--- src/rtl/result_capture_fifo_pkg.sv ---
// Package: result_capture_pkg
// Purpose: shared sizing constants and helpers for the result capture FIFO.
//   RC_WIDTH  - width of captured results
//   RC_DEPTH  - number of FIFO entries (power of two, >= 2)
//   RC_DROP_W - width of the saturating drop counter
//   ptr_w()   - FIFO pointer width for a given depth
package result_capture_pkg;

  localparam int RC_WIDTH  = 12;
  localparam int RC_DEPTH  = 8;
  localparam int RC_DROP_W = 8;

  // Pointer width for a power-of-two depth; pointers wrap naturally.
  function automatic int ptr_w(input int depth);
    return $clog2(depth);
  endfunction

endpackage

--- src/rtl/result_capture_fifo_sync_fifo.sv ---
// Module: sync_fifo
// Purpose: single-clock first-word-fall-through FIFO with async active-high reset.
// Ports:
//   clk, rst          - clock and asynchronous active-high reset
//   push_i, data_i    - write request and write data (ignored when full without a pop)
//   pop_i             - read request (ignored when empty)
//   head_o            - current head entry (valid when empty_o is low)
//   full_o, empty_o   - occupancy flags
//   count_o           - number of entries held, 0..DEPTH
module sync_fifo
  import result_capture_pkg::*;
#(
  parameter int WIDTH = RC_WIDTH,
  parameter int DEPTH = RC_DEPTH
) (
  input  logic                       clk,
  input  logic                       rst,
  input  logic                       push_i,
  input  logic [WIDTH-1:0]           data_i,
  input  logic                       pop_i,
  output logic [WIDTH-1:0]           head_o,
  output logic                       full_o,
  output logic                       empty_o,
  output logic [ptr_w(DEPTH):0]      count_o
);

  localparam int PW = ptr_w(DEPTH);
  localparam int CW = PW + 1;

  logic [WIDTH-1:0] mem_q [DEPTH];
  logic [PW-1:0]    wr_ptr_q, wr_ptr_d;
  logic [PW-1:0]    rd_ptr_q, rd_ptr_d;
  logic [CW-1:0]    count_q, count_d;
  logic             wr_en_s, rd_en_s;

  assign full_o  = (count_q == CW'(DEPTH));
  assign empty_o = (count_q == {CW{1'b0}});
  assign count_o = count_q;
  assign head_o  = mem_q[rd_ptr_q];

  // A pop in the same cycle frees the head slot, so a full FIFO may still accept a push.
  assign wr_en_s = push_i & (~full_o | pop_i);
  assign rd_en_s = pop_i & ~empty_o;

  // Next-state pointers and occupancy.
  always_comb begin
    wr_ptr_d = wr_ptr_q;
    rd_ptr_d = rd_ptr_q;
    count_d  = count_q;
    if (wr_en_s) begin
      wr_ptr_d = wr_ptr_q + PW'(1);
    end else begin
      wr_ptr_d = wr_ptr_q;
    end
    if (rd_en_s) begin
      rd_ptr_d = rd_ptr_q + PW'(1);
    end else begin
      rd_ptr_d = rd_ptr_q;
    end
    case ({wr_en_s, rd_en_s})
      2'b10:   count_d = count_q + CW'(1);
      2'b01:   count_d = count_q - CW'(1);
      default: count_d = count_q;
    endcase
  end

  // Storage and pointer registers; storage is cleared so the head reads zero after reset.
  always_ff @(posedge clk or posedge rst) begin
    if (rst) begin
      wr_ptr_q <= {PW{1'b0}};
      rd_ptr_q <= {PW{1'b0}};
      count_q  <= {CW{1'b0}};
      for (int i = 0; i < DEPTH; i++) begin
        mem_q[i] <= {WIDTH{1'b0}};
      end
    end else begin
      wr_ptr_q <= wr_ptr_d;
      rd_ptr_q <= rd_ptr_d;
      count_q  <= count_d;
      if (wr_en_s) begin
        mem_q[wr_ptr_q] <= data_i;
      end
    end
  end

endmodule

--- src/rtl/result_capture_fifo.sv ---
// Module: result_capture_fifo
// Purpose: captures result y on each rising edge of the asynchronous enable e,
//   buffers samples in a FIFO and drains them over valid/ready; counts drops.
// Ports:
//   clk, rst              - clock and asynchronous active-high reset
//   e                     - asynchronous capture enable (rising edge captures)
//   y                     - result to capture
//   out_data, out_valid   - FIFO head (first-word fall-through) and its valid
//   out_ready             - consumer accepts the head this cycle
//   count                 - entries held, 0..DEPTH
//   overflow              - sticky flag: a sample was dropped since reset
//   drop_cnt              - saturating count of dropped samples
module result_capture_fifo
  import result_capture_pkg::*;
#(
  parameter int WIDTH       = RC_WIDTH,
  parameter int DEPTH       = RC_DEPTH,
  parameter int SYNC_STAGES = 2
) (
  input  logic                    clk,
  input  logic                    rst,
  input  logic                    e,
  input  logic [WIDTH-1:0]        y,
  output logic [WIDTH-1:0]        out_data,
  output logic                    out_valid,
  input  logic                    out_ready,
  output logic [$clog2(DEPTH):0]  count,
  output logic                    overflow,
  output logic [RC_DROP_W-1:0]    drop_cnt
);

  logic [SYNC_STAGES-1:0] sync_q, sync_d;
  logic                   prev_q, prev_d;
  logic                   overflow_q, overflow_d;
  logic [RC_DROP_W-1:0]   drop_cnt_q, drop_cnt_d;
  logic                   es_s, cap_s, pop_s, drop_s;
  logic                   full_s, empty_s;

  assign es_s      = sync_q[SYNC_STAGES-1];
  assign cap_s     = es_s & ~prev_q;
  assign out_valid = ~empty_s;
  assign pop_s     = out_valid & out_ready;
  // A full FIFO only drops when no pop frees a slot in the same cycle.
  assign drop_s    = cap_s & full_s & ~pop_s;
  assign overflow  = overflow_q;
  assign drop_cnt  = drop_cnt_q;

  // Synchroniser shift, edge-detect history and drop bookkeeping.
  always_comb begin
    sync_d     = {sync_q[SYNC_STAGES-2:0], e};
    prev_d     = es_s;
    overflow_d = overflow_q;
    drop_cnt_d = drop_cnt_q;
    if (drop_s) begin
      overflow_d = 1'b1;
      if (drop_cnt_q != {RC_DROP_W{1'b1}}) begin
        drop_cnt_d = drop_cnt_q + RC_DROP_W'(1);
      end else begin
        drop_cnt_d = drop_cnt_q;
      end
    end else begin
      overflow_d = overflow_q;
      drop_cnt_d = drop_cnt_q;
    end
  end

  // Synchroniser and edge-detect flops reset high so a held-high e is not a capture.
  always_ff @(posedge clk or posedge rst) begin
    if (rst) begin
      sync_q     <= {SYNC_STAGES{1'b1}};
      prev_q     <= 1'b1;
      overflow_q <= 1'b0;
      drop_cnt_q <= {RC_DROP_W{1'b0}};
    end else begin
      sync_q     <= sync_d;
      prev_q     <= prev_d;
      overflow_q <= overflow_d;
      drop_cnt_q <= drop_cnt_d;
    end
  end

  sync_fifo #(
    .WIDTH (WIDTH),
    .DEPTH (DEPTH)
  ) u_fifo (
    .clk     (clk),
    .rst     (rst),
    .push_i  (cap_s),
    .data_i  (y),
    .pop_i   (pop_s),
    .head_o  (out_data),
    .full_o  (full_s),
    .empty_o (empty_s),
    .count_o (count)
  );

endmodule

--- config.mk ---
export PLATFORM = sky130hd
export DESIGN_NAME = result_capture_fifo
export DESIGN_NICKNAME = d
export VERILOG_FILES = /design/src/rtl/result_capture_fifo_pkg.sv /design/src/rtl/result_capture_fifo_sync_fifo.sv /design/src/rtl/result_capture_fifo.sv
export SDC_FILE = /design/constraint.sdc
export NUM_CORES = 1
export LEC_CHECK = 0
export ABC_AREA = 1
export CAP_MARGIN = 20
export CORE_MARGIN = 2
export CORE_UTILIZATION = 55
export CTS_CLUSTER_SIZE = 14
export DETAILED_ROUTE_END_ITERATION = 8
export PLACE_DENSITY = 0.76
export SLEW_MARGIN = 30
export SYNTH_ARGS = -nofsm -noshare
export SYNTH_HDL_FRONTEND = slang
export SYNTH_SLANG_ARGS = --single-unit
--- constraint.sdc ---
create_clock -name clk -period 5.82 [get_ports clk]
set_clock_uncertainty 0.15 [all_clocks]
set_input_delay 1.455 -clock clk [delete_from_list [all_inputs] [get_ports clk]]
set_output_delay 1.455 -clock clk [all_outputs]
set_load 0.02 [all_outputs]
## Yosys cells after proc, flatten, opt, wreduce, memory -nomap -nowiden

Index checks and enable logic that the tools add are counted.

| storage, ports and cells | value |
|---|---|
| bits of input ports | 16 |
| register bits after elaboration | 118 |
| word-level logic and storage cells | 51 |

| cells by class | value |
|---|---|
| bitwise gates (word level) | 13 |
| mux-type cells | 7 |
| equal/unequal tests | 4 |
| order comparisons | 3 |
| add/sub/neg operators | 5 |
| reductions and logical operators | 4 |

Operator list:

| operator | number |
|---|---|
| bitwise mux 96 bit | 1 |
| binary-select mux 12 bit (select 3 bit) | 1 |
| demux 12 bit (select 3 bit) | 1 |
| two-way mux 12 bit | 3 |
| adder 8 x 1 -> 8 bit, second input constant | 1 |
| greater-or-equal comparator 4 bit, second input constant | 2 |
| inequality test 8 bit, second input constant | 1 |
| NOT 3 -> 4 bit | 2 |
| one-hot mux 4 bit (2 select lines) | 1 |
| adder 3 x 1 -> 3 bit, second input constant | 2 |
| AND 1 bit | 6 |
| adder 4 x 1 -> 4 bit, second input constant | 1 |
| equality test 4 bit, second input constant | 1 |
| logical NOT 4 bit | 1 |
| less-than comparator 4 x 1 -> 1 bit, second input constant | 1 |
| NOT 1 bit | 4 |
| subtractor 4 x 1 -> 4 bit, second input constant | 1 |
| equality test 2 x 1 -> 1 bit, second input constant | 1 |
| equality test 2 bit, second input constant | 1 |
| AND reduction 2 bit | 1 |
| nonzero test 2 bit | 1 |
| logical AND 1 bit | 1 |
| OR 1 bit | 1 |

## Longest topological paths before layout

Gate-level depths: netlist of run 1.

| logic depth | value |
|---|---|
| word-level depth | 7 |
| mapped depth | 13 |
| depth with buffers taken out | 13 |

## By module

From an unflattened synthesis of run 1, not the netlist that was laid out.

| unflattened totals | value |
|---|---|
| cell total of the unflattened synthesis | 928 |
| area, all modules | 6459.9 um^2 |

Modules (own cells, without submodules):

| module | area an instance (um^2) | seq. area each (um^2) | times used | cells each |
|---|---|---|---|---|
| sync_fifo | 5831.8 | 2652.5 | 1 | 847 |
| result_capture_fifo | 628.1 | 304.0 | 1 | 81 |

## Least setup slack after synthesis of run 1

OpenSTA, ideal clock, no wires.

| path | value |
|---|---|
| path type | input to register |
| start | input out_ready |
| end | register u_fifo.count_q[2], in the netlist u_fifo.count_o[2] |
| library setup time | 129 ps |
| arrival | 2625 ps |
| path buffers | 0 |
| stages | 11 |
| required time | 5541 ps |
| slack | 2916 ps |
| path through | nor2_1 -> nand3_2 -> nand2_2 -> ha_1 -> nand2_1 -> inv_1 -> nor2_1 -> ha_1 -> a21oi_1 -> xor2_1 -> o21ai_0 |

| between the ends | value |
|---|---|
| word-level cells in the longest chain between the ends | 5 |

Ends and longest elaborated chain:

| item | RTL line | RTL |
|---|---|---|
| from (decl) | result_capture_fifo.sv:26 | `input logic out_ready,` |
| AND 1 bit * | result_capture_fifo.sv:42 | `assign pop_s = out_valid & out_ready;` |
| OR 1 bit | result_capture_fifo_sync_fifo.sv:42 | `assign wr_en_s = push_i & (~full_o \| pop_i);` |
| AND 1 bit | result_capture_fifo_sync_fifo.sv:42 |  |
| equality test 2 x 1 -> 1 bit / equality test 2 bit (equally long branches) | result_capture_fifo_sync_fifo.sv:60 | `case ({wr_en_s, rd_en_s})` |
| one-hot mux 4 bit (2 select lines) / nonzero test 2 bit (equally long branches) | - |  |
| to (signal assigned) | result_capture_fifo_sync_fifo.sv:72 | `count_q <= {CW{1'b0}};` |
| to (signal assigned) | result_capture_fifo_sync_fifo.sv:79 | `count_q <= count_d;` |
| to (decl) | result_capture_fifo_sync_fifo.sv:33 | `logic [CW-1:0] count_q, count_d;` |

Mark *: on every way between the ends. The rest lies on a longest branch, timed or not.
A chain may end at the register's enable or synchronous reset.

## Worst setup path in the final report of run 1

| path | value |
|---|---|
| start | register u_fifo.rd_ptr_q[0] |
| end | output out_data[11] |

| between the ends | value |
|---|---|
| word-level cells in the longest chain between the ends | 4 |

Ends and longest elaborated chain:

| item | RTL line | RTL |
|---|---|---|
| from (decl) | result_capture_fifo_sync_fifo.sv:32 | `logic [PW-1:0] rd_ptr_q, rd_ptr_d;` |
| from (signal assigned) | result_capture_fifo_sync_fifo.sv:71 | `rd_ptr_q <= {PW{1'b0}};` |
| from (signal assigned) | result_capture_fifo_sync_fifo.sv:78 | `rd_ptr_q <= rd_ptr_d;` |
| NOT 3 -> 4 bit (implied by the code) | result_capture_fifo_sync_fifo.sv:39 | `assign head_o = mem_q[rd_ptr_q];` |
| binary-select mux 12 bit (select 3 bit) | result_capture_fifo_sync_fifo.sv:39 |  |
| two-way mux 12 bit (implied by the code) (2 in series) | result_capture_fifo_sync_fifo.sv:39 |  |
| to (decl) | result_capture_fifo.sv:24 | `output logic [WIDTH-1:0] out_data,` |

Every way passes these cells. The select of a mux whose other input is x is not followed.

==> flow_metrics.py, run 1 <==
metrics = {
    "power_and_ir_drop": {
        "cellPowerDensity_mw_per_mm2": 608,
        "clock_power_share_pct": 23.1,
        "seqPwrFrac_pct": 37.6,
        "power.switching_w": 0.00157,
        "p_sw_share_pct": 39.9,
        "max-vdd-ir-drop_mv": 0.237,
        "power.share.combinational_pct": 39.3,
        "p_int_w": 0.00236,
        "leakagePower_nw": 3.11,
    },
    "floorplanning": {
        "die_h_um": 105,
        "io_pins": 42,
        "die_w_um": 105,
        "dieArea_mm2": 0.0110,
        "initial_core_util_pct": 56.9,
        "core_mm2": 0.00982,
        "rows": 36,
    },
    "timing": {
        "rsz0062_at_grt": "false",
        "fin_ws_ns": 1.35,
        "fin_crit_ns": 4.47,
        "fin_crit_sh_pct": 76.8,
        "hold_viol": 0,
        "finalMaxSlewViolations": 0,
        "setup_viol": 0,
        "relSlewSlack_pct": 40.4,
        "setup_tns_ns": 0,
        "hold_ws_ns": 0.208,
        "max_freq_mhz": 224,
        "tightest_slew_ns": 0.892,
    },
    "layout": {
        "final-seq-area_mm2": 0.00296,
        "area_growth_pct": 15.7,
        "antenna_cells": 0,
        "fillers": 838,
        "drive_gt1_share_pct": 7.29,
        "multiInputGateArea_mm2": 0.00224,
        "nets": 724,
        "fin_util_pct": 65.9,
        "fin_area_mm2": 0.00647,
    },
    "flow_run": {
        "cap_violations": 0,
    },
    "drt": {
        "viasPerCell": 5.54,
        "detail-route-antenna-nets": 0,
        "drc_errors": 0,
        "dr.pass1.iters": 5,
        "wl_um": 13200,
        "wl_per_cell_um": 15.6,
        "num_vias": 4687,
        "drt-initial-drc-count": 256,
    },
    "grt": {
        "grt_max_degree": 71,
        "grt_overflow": 0,
        "grt_pass1_vias": 4503,
        "grt_use_total_pct": 25.5,
        "antenna_found_initial": 0,
        "grt_pass1_wl_um": 22200,
    },
    "setup_path": {
        "worstSetupPathType": "flop to primary output",
        "rr_endpoint": "u_fifo.count_o[2]$_DFFE_PP0P_",
        "reg2reg_from": "u_fifo.count_o[0]$_DFFE_PP0P_",
        "arrival_ns": 2.87,
        "crit_path_end_kind": "primary output",
        "reg2regPathDepth": 12,
        "start_kind": "flop",
        "worstPathMaxFanout": 29,
        "crit_start": "u_fifo.rd_ptr_q[0]$_DFFE_PP0P_",
        "endpoint": "out_data[11]",
        "r2r_slack_ns": 3.37,
        "required_ns": 4.22,
    },
    "clocking": {
        "post_cts_buffers": 0,
        "clk_pin_slew_ns": 0.05,
        "cts_tree": "yes",
        "hold_buffers": 0,
        "clkSinkCount": 118,
        "worstSkewPairLatency_ns": 0.52,
        "cts_resized": 0,
        "cts_buffers": 17,
        "htree_num_levels": 4,
        "cts_buffer_depth": 2,
        "ctsRootBufferMaster": "clkbuf_8",
    },
    "yosys": {
        "postSynthAreaPerCell_um2": 8.33,
        "seq_area_frac_synth_pct": 52.9,
        "ys_ff_latch": 118,
        "synth_cell_type_count": 25,
        "synth_warnings": 0,
        "synthCells": 671,
        "synth_nets": 693,
        "synthesis.area_mm2": 0.00559,
    },
    "place": {
        "pre_cts_ws_ns": 1.85,
        "dpl-instance-area_mm2": 0.00595,
        "hpwl_um": 8030,
        "io_buffers": 41,
        "gp_congestion": 0.778,
    },
    "worst_hold_path": {
        "hp-class": "flop to flop",
        "hp-start": "sync_q[0]$_DFF_PP1_",
    },
    "outcome": {
        "status": "complete, no violations",
    },
}
## cells by family (layout without fill, tap and decap cells)
family / count (synthesis) / count (layout) / share of synthesized area [%]
AOI/OAI and AO/OA: 179 / 179 / 16.0
xor gates and xnor gates: 12 / 12 / 1.88
adders and majority gates: 6 / 6 / 1.34
buffers and inverters: 71 / 113 / 7.08
DFF: 118 / 118 / 52.9
and+or+nand+nor: 285 / 285 / 20.8
## how the worst min path moves through the flow
| stage | slack, ns | endpoint | cells after the start |
|---|---|---|---|
| CTS | 0.21 | sync_q[1]$_DFF_PP1_ | 0 |
| floorplan | 0.20 | sync_q[1]$_DFF_PP1_ | 0 |
| detailed placement | 0.20 | sync_q[1]$_DFF_PP1_ | 0 |
| finish | 0.21 | sync_q[1]$_DFF_PP1_ | 0 |
| global placement | 0.20 | sync_q[1]$_DFF_PP1_ | 0 |
| global route | 0.21 | sync_q[1]$_DFF_PP1_ | 0 |
## power groups by stage
stage / registers (W) / logic [W] / clock network (W)
final: 0.00148 / 0.00155 / 0.000906
after global routing: 0.00152 / 0.00175 / 0.000956
after CTS: 0.00147 / 0.00154 / 0.000917
after detailed placement: 0.00147 / 0.00152 / 0
after global placement: 0.00146 / 0.00148 / 0
after floorplan: 0.00140 / 0.00107 / 0
## layer usage
metal	track usage, %	vias to the layer above	share of wire, %
met3	5.49	40	5.6
met5	0	-	0
met4	12.3	0	3.1
met2	39.1	183	47
met1	34.6	2235	45
li1	-	2229	-
## flip-flops by register name, summed over array words and instances, names as in the netlist
register / count
u_fifo.mem_q: 96
drop_cnt: 8
sync_q: 2
prev_q: 1
u_fifo.wr_ptr_q: 3
u_fifo.rd_ptr_q: 3
u_fifo.count_o: 4
overflow: 1
## placed cells by master, fill, tap and decap left out, types with 9 or more instances in the layout
cell / n
clkbuf_16: 16
o21ai_0: 143
clkdlybuf4s50_1: 41
nand3_1: 9
dfrtp_1: 114
inv_1: 35
o21ai_1: 35
nor2_1: 89
nand2_1: 172
## synthesized netlist by cell type
| cell type | instances | area, um^2 |
|---|---|---|
| buf_6 | 14 | 158 |
| clkbuf_1 | 9 | 33.8 |
| buf_2 | 6 | 30.0 |
| dfrtp_1 | 115 | 2880 |
| ha_1 | 6 | 75.1 |
| dfstp_2 | 3 | 78.8 |
| nor3_1 | 1 | 5.00 |
| nand2_4 | 7 | 78.8 |
| buf_12 | 1 | 20.0 |
| o21ai_1 | 35 | 175 |
| nand4_1 | 2 | 12.5 |
| nand3_2 | 2 | 20.0 |
| nand2_2 | 1 | 6.26 |
| xor2_1 | 7 | 61.3 |
| buf_1 | 4 | 15.0 |
| nor2_1 | 89 | 334 |
| nand2_1 | 172 | 646 |
| nor2_2 | 1 | 6.26 |
| inv_1 | 36 | 135 |
| a21oi_1 | 1 | 5.00 |
| or2_2 | 1 | 6.26 |
| xnor2_1 | 5 | 43.8 |
| o21ai_0 | 143 | 716 |
| inv_2 | 1 | 3.75 |
| nand3_1 | 9 | 45.0 |
## layout make-up
class	count	share of cell area (%)
clock buffer	21	7.10
clock inverter	9	0.851
inverter	37	2.23
multi-input combinational	482	34.6
sequential	118	45.7
tap	133	2.57
timing repair buffer	46	6.93
## worst max-delay path, stage by stage, from the launching register on
cell             delay, ns
dfrtp_1               0.37
inv_1                 0.45
buf_4                 0.41
o21ai_0               0.18
o21ai_0               0.12
nand2_1               0.08
nand2_1               0.12
clkdlybuf4s50_1       0.62
## through the flow
stage	instances	power (W)
2_1_floorplan	671	0.00247
3_3_place_gp	816	0.00293
3_5_place_dp	816	0.00299
4_1_cts	846	0.00393
5_1_grt	846	0.00422
6_report	846	0.00393
Power figures use the tool's default switching activity.
==> inputs of run 2 (changes only) <==
--- a/config.mk
+++ b/config.mk
@@ -8,7 +8,7 @@
 export ABC_AREA = 1
 export CAP_MARGIN = 20
 export CORE_MARGIN = 2
-export CORE_UTILIZATION = 55
+export CORE_UTILIZATION = 53
 export CTS_CLUSTER_SIZE = 14
 export DETAILED_ROUTE_END_ITERATION = 8
 export PLACE_DENSITY = 0.76
==> constraint.sdc (replaced) <==
create_clock -name clk -period 4.1 [get_ports clk]
set_clock_uncertainty 0.15 [all_clocks]
set_input_delay 1.025 -clock clk [delete_from_list [all_inputs] [get_ports clk]]
set_output_delay 1.025 -clock clk [all_outputs]
set_load 0.02 [all_outputs]
==> run 2 against run 1 <==
Compared with the run above: combinational power is 46% higher; die area up 3.6%; clock power grew 38%; largest power group unchanged.
==> flow_metrics.py, run 2 (same netlist as run 1, synthesis figures left out) <==
metrics = {
    "power_and_ir_drop": {
        "seqPwrFrac_pct": 36.8,
        "p_sw_share_pct": 39.7,
        "max-vdd-ir-drop_mv": 0.435,
        "cellPowerDensity_mw_per_mm2": 858,
        "leakagePower_nw": 3.12,
        "power.switching_w": 0.00221,
        "power.share.combinational_pct": 40.8,
        "clock_power_share_pct": 22.4,
        "p_int_w": 0.00335,
    },
    "timing": {
        "rsz0062_at_grt": "false",
        "fin_crit_sh_pct": 90.5,
        "max_freq_mhz": 270,
        "hold_ws_ns": 0.212,
        "finalMaxSlewViolations": 0,
        "tightest_slew_ns": 0.708,
        "fin_crit_ns": 3.71,
        "setup_viol": 0,
        "relSlewSlack_pct": 52.8,
        "hold_viol": 0,
        "setup_tns_ns": 0,
        "fin_ws_ns": 0.390,
    },
    "layout": {
        "mostFrequentLayoutCell": "nand2_1",
        "fin_area_mm2": 0.00647,
        "nets": 726,
        "regMostFlops": "u_fifo.mem_q",
        "largest_reg_flops": 96,
        "area_growth_pct": 15.9,
        "drive_gt1_share_pct": 6.69,
        "antenna_cells": 0,
        "mostFrequentLayoutCells": "172 x nand2_1, 143 x o21ai_0, 115 x dfrtp_1",
    },
    "flow_run": {
        "cap_violations": 0,
    },
    "grt": {
        "grt_pass1_vias": 4618,
        "grt_pass1_wl_um": 22200,
        "antenna_found_initial": 0,
        "grt_overflow": 0,
        "grt_use_total_pct": 25.0,
        "grt_max_degree": 77,
    },
    "setup_path": {
        "start_kind": "flop",
        "required_ns": 2.92,
        "rr_endpoint": "u_fifo.count_o[2]$_DFFE_PP0P_",
        "reg2reg_from": "u_fifo.count_o[0]$_DFFE_PP0P_",
        "crit_top_cell": "nand2_1",
        "crit_path_end_kind": "primary output",
        "worstPathMaxFanout": 41,
        "reg2regPathDepth": 12,
        "worstSetupPathType": "flop to primary output",
        "crit_chain": "inv_1 -> buf_12 -> nor2_1 -> o21ai_0 -> nand2_1 -> nand2_1 -> clkdlybuf4s50_1",
        "arrival_ns": 2.53,
        "crit_slowest_cell": "clkdlybuf4s50_1",
        "r2r_slack_ns": 1.78,
        "max_stage_delay_ns": 0.60,
    },
    "clocking": {
        "worstSkewPairLatency_ns": 0.52,
        "clk_pin_slew_ns": 0.06,
        "cts_tree": "yes",
        "clkSinkCount": 118,
        "cts_buffers": 17,
        "htree_num_levels": 4,
        "cts_buffer_depth": 2,
        "ctsRootBufferMaster": "clkbuf_8",
        "post_cts_buffers": 0,
        "cts_resized": 0,
        "hold_buffers": 0,
    },
    "floorplanning": {
        "dieArea_mm2": 0.0114,
        "core_mm2": 0.0103,
        "io_pins": 42,
        "die_h_um": 107,
        "rows": 37,
        "die_w_um": 107,
        "initial_core_util_pct": 54.4,
    },
    "place": {
        "gp_congestion": 0.810,
        "pre_cts_ws_ns": 0.939,
        "io_buffers": 41,
        "dpl-instance-area_mm2": 0.00598,
        "hpwl_um": 8060,
    },
    "drt": {
        "dr.pass1.iters": 5,
        "detail-route-antenna-nets": 0,
        "drc_errors": 0,
        "num_vias": 4682,
        "drt-initial-drc-count": 333,
        "wl_per_cell_um": 15.4,
        "viasPerCell": 5.49,
        "wl_um": 13100,
    },
    "outcome": {
        "status": "complete, no violations",
    },
    "worst_hold_path": {
        "whs_path_depth": 0,
        "hp-class": "flop to flop",
        "hp-start": "sync_q[0]$_DFF_PP1_",
        "min_to": "sync_q[1]$_DFF_PP1_",
    },
}
## run 2: cell count changes in the layout (fill, tap and decap cells not counted)
cell and change:
dfrtp_1 +1, buf_6 +1, clkinvlp_4 -2, dfrtp_2 -1, clkbuf_1 +7, clkbuf_8 -2
buf_12 +1, inv_6 -1
## run 2: how the worst max path moves through the flow
| stage | from | slack (ns) | depth (start not counted) | end |
|---|---|---|---|---|
| floorplan | rst | 1.49 | 1 | drop_cnt[0]$_DFFE_PP0P_ |
| global placement | u_fifo.rd_ptr_q[1]$_DFFE_PP0P_ | 1.0 | 6 | out_data[11] |
| detailed placement | u_fifo.rd_ptr_q[1]$_DFFE_PP0P_ | 0.94 | 6 | out_data[2] |
| CTS | u_fifo.rd_ptr_q[0]$_DFFE_PP0P_ | 0.39 | 7 | out_data[2] |
| global route | u_fifo.rd_ptr_q[1]$_DFFE_PP0P_ | 0.21 | 6 | out_data[0] |
| finish | u_fifo.rd_ptr_q[0]$_DFFE_PP0P_ | 0.39 | 7 | out_data[2] |
## run 2: power by group through the flow
stage	clock network [W]	registers, W	logic [W]
finish	0.00125	0.00205	0.00226
detailed placement	0	0.00203	0.00226
global placement	0	0.00202	0.00218
floorplan	0	0.00199	0.00152
CTS	0.00126	0.00203	0.00227
global route	0.00132	0.00210	0.00255
## run 2: cell type report
type | instances | area [um^2]
Timing Repair Buffer | 48 | 479
Fill cell | 893 | 3800
Inverter | 37 | 143
Multi-Input combinational cell | 482 | 2240
Clock buffer | 26 | 458
Sequential cell | 118 | 2960
Tap cell | 136 | 170
Clock inverter | 6 | 32.5
## run 2: per-stage QoR
| step | cells | utilization, % | power [W] |
|---|---|---|---|
| global route | 853 | 63.0 | 0.00598 |
| detailed placement | 821 | 58.2 | 0.00429 |
| global placement | 821 | 58.2 | 0.00420 |
| CTS | 853 | 63.0 | 0.00556 |
| finish | 853 | 63.0 | 0.00556 |
| floorplan | 671 | - | 0.00351 |
## run 2: per-layer routing
layer / vias up / wire (um) / track usage (%) / part of all wire [%]
met5: - / 0 / 0 / 0
met1: 2239 / 5740 / 33.8 / 44
met3: 33 / 826 / 6.81 / 6.3
li1: 2235 / - / - / -
met4: 0 / 321 / 10.2 / 2.4
met2: 175 / 6230 / 38.5 / 48
## run 2: worst max-delay path, delay by kind of cell, from the launching register on
kind            cells  cell delay (ns)
buf+inv             3             1.08
simple gates        3             0.24
compound gates      1             0.29
flops               1             0.39
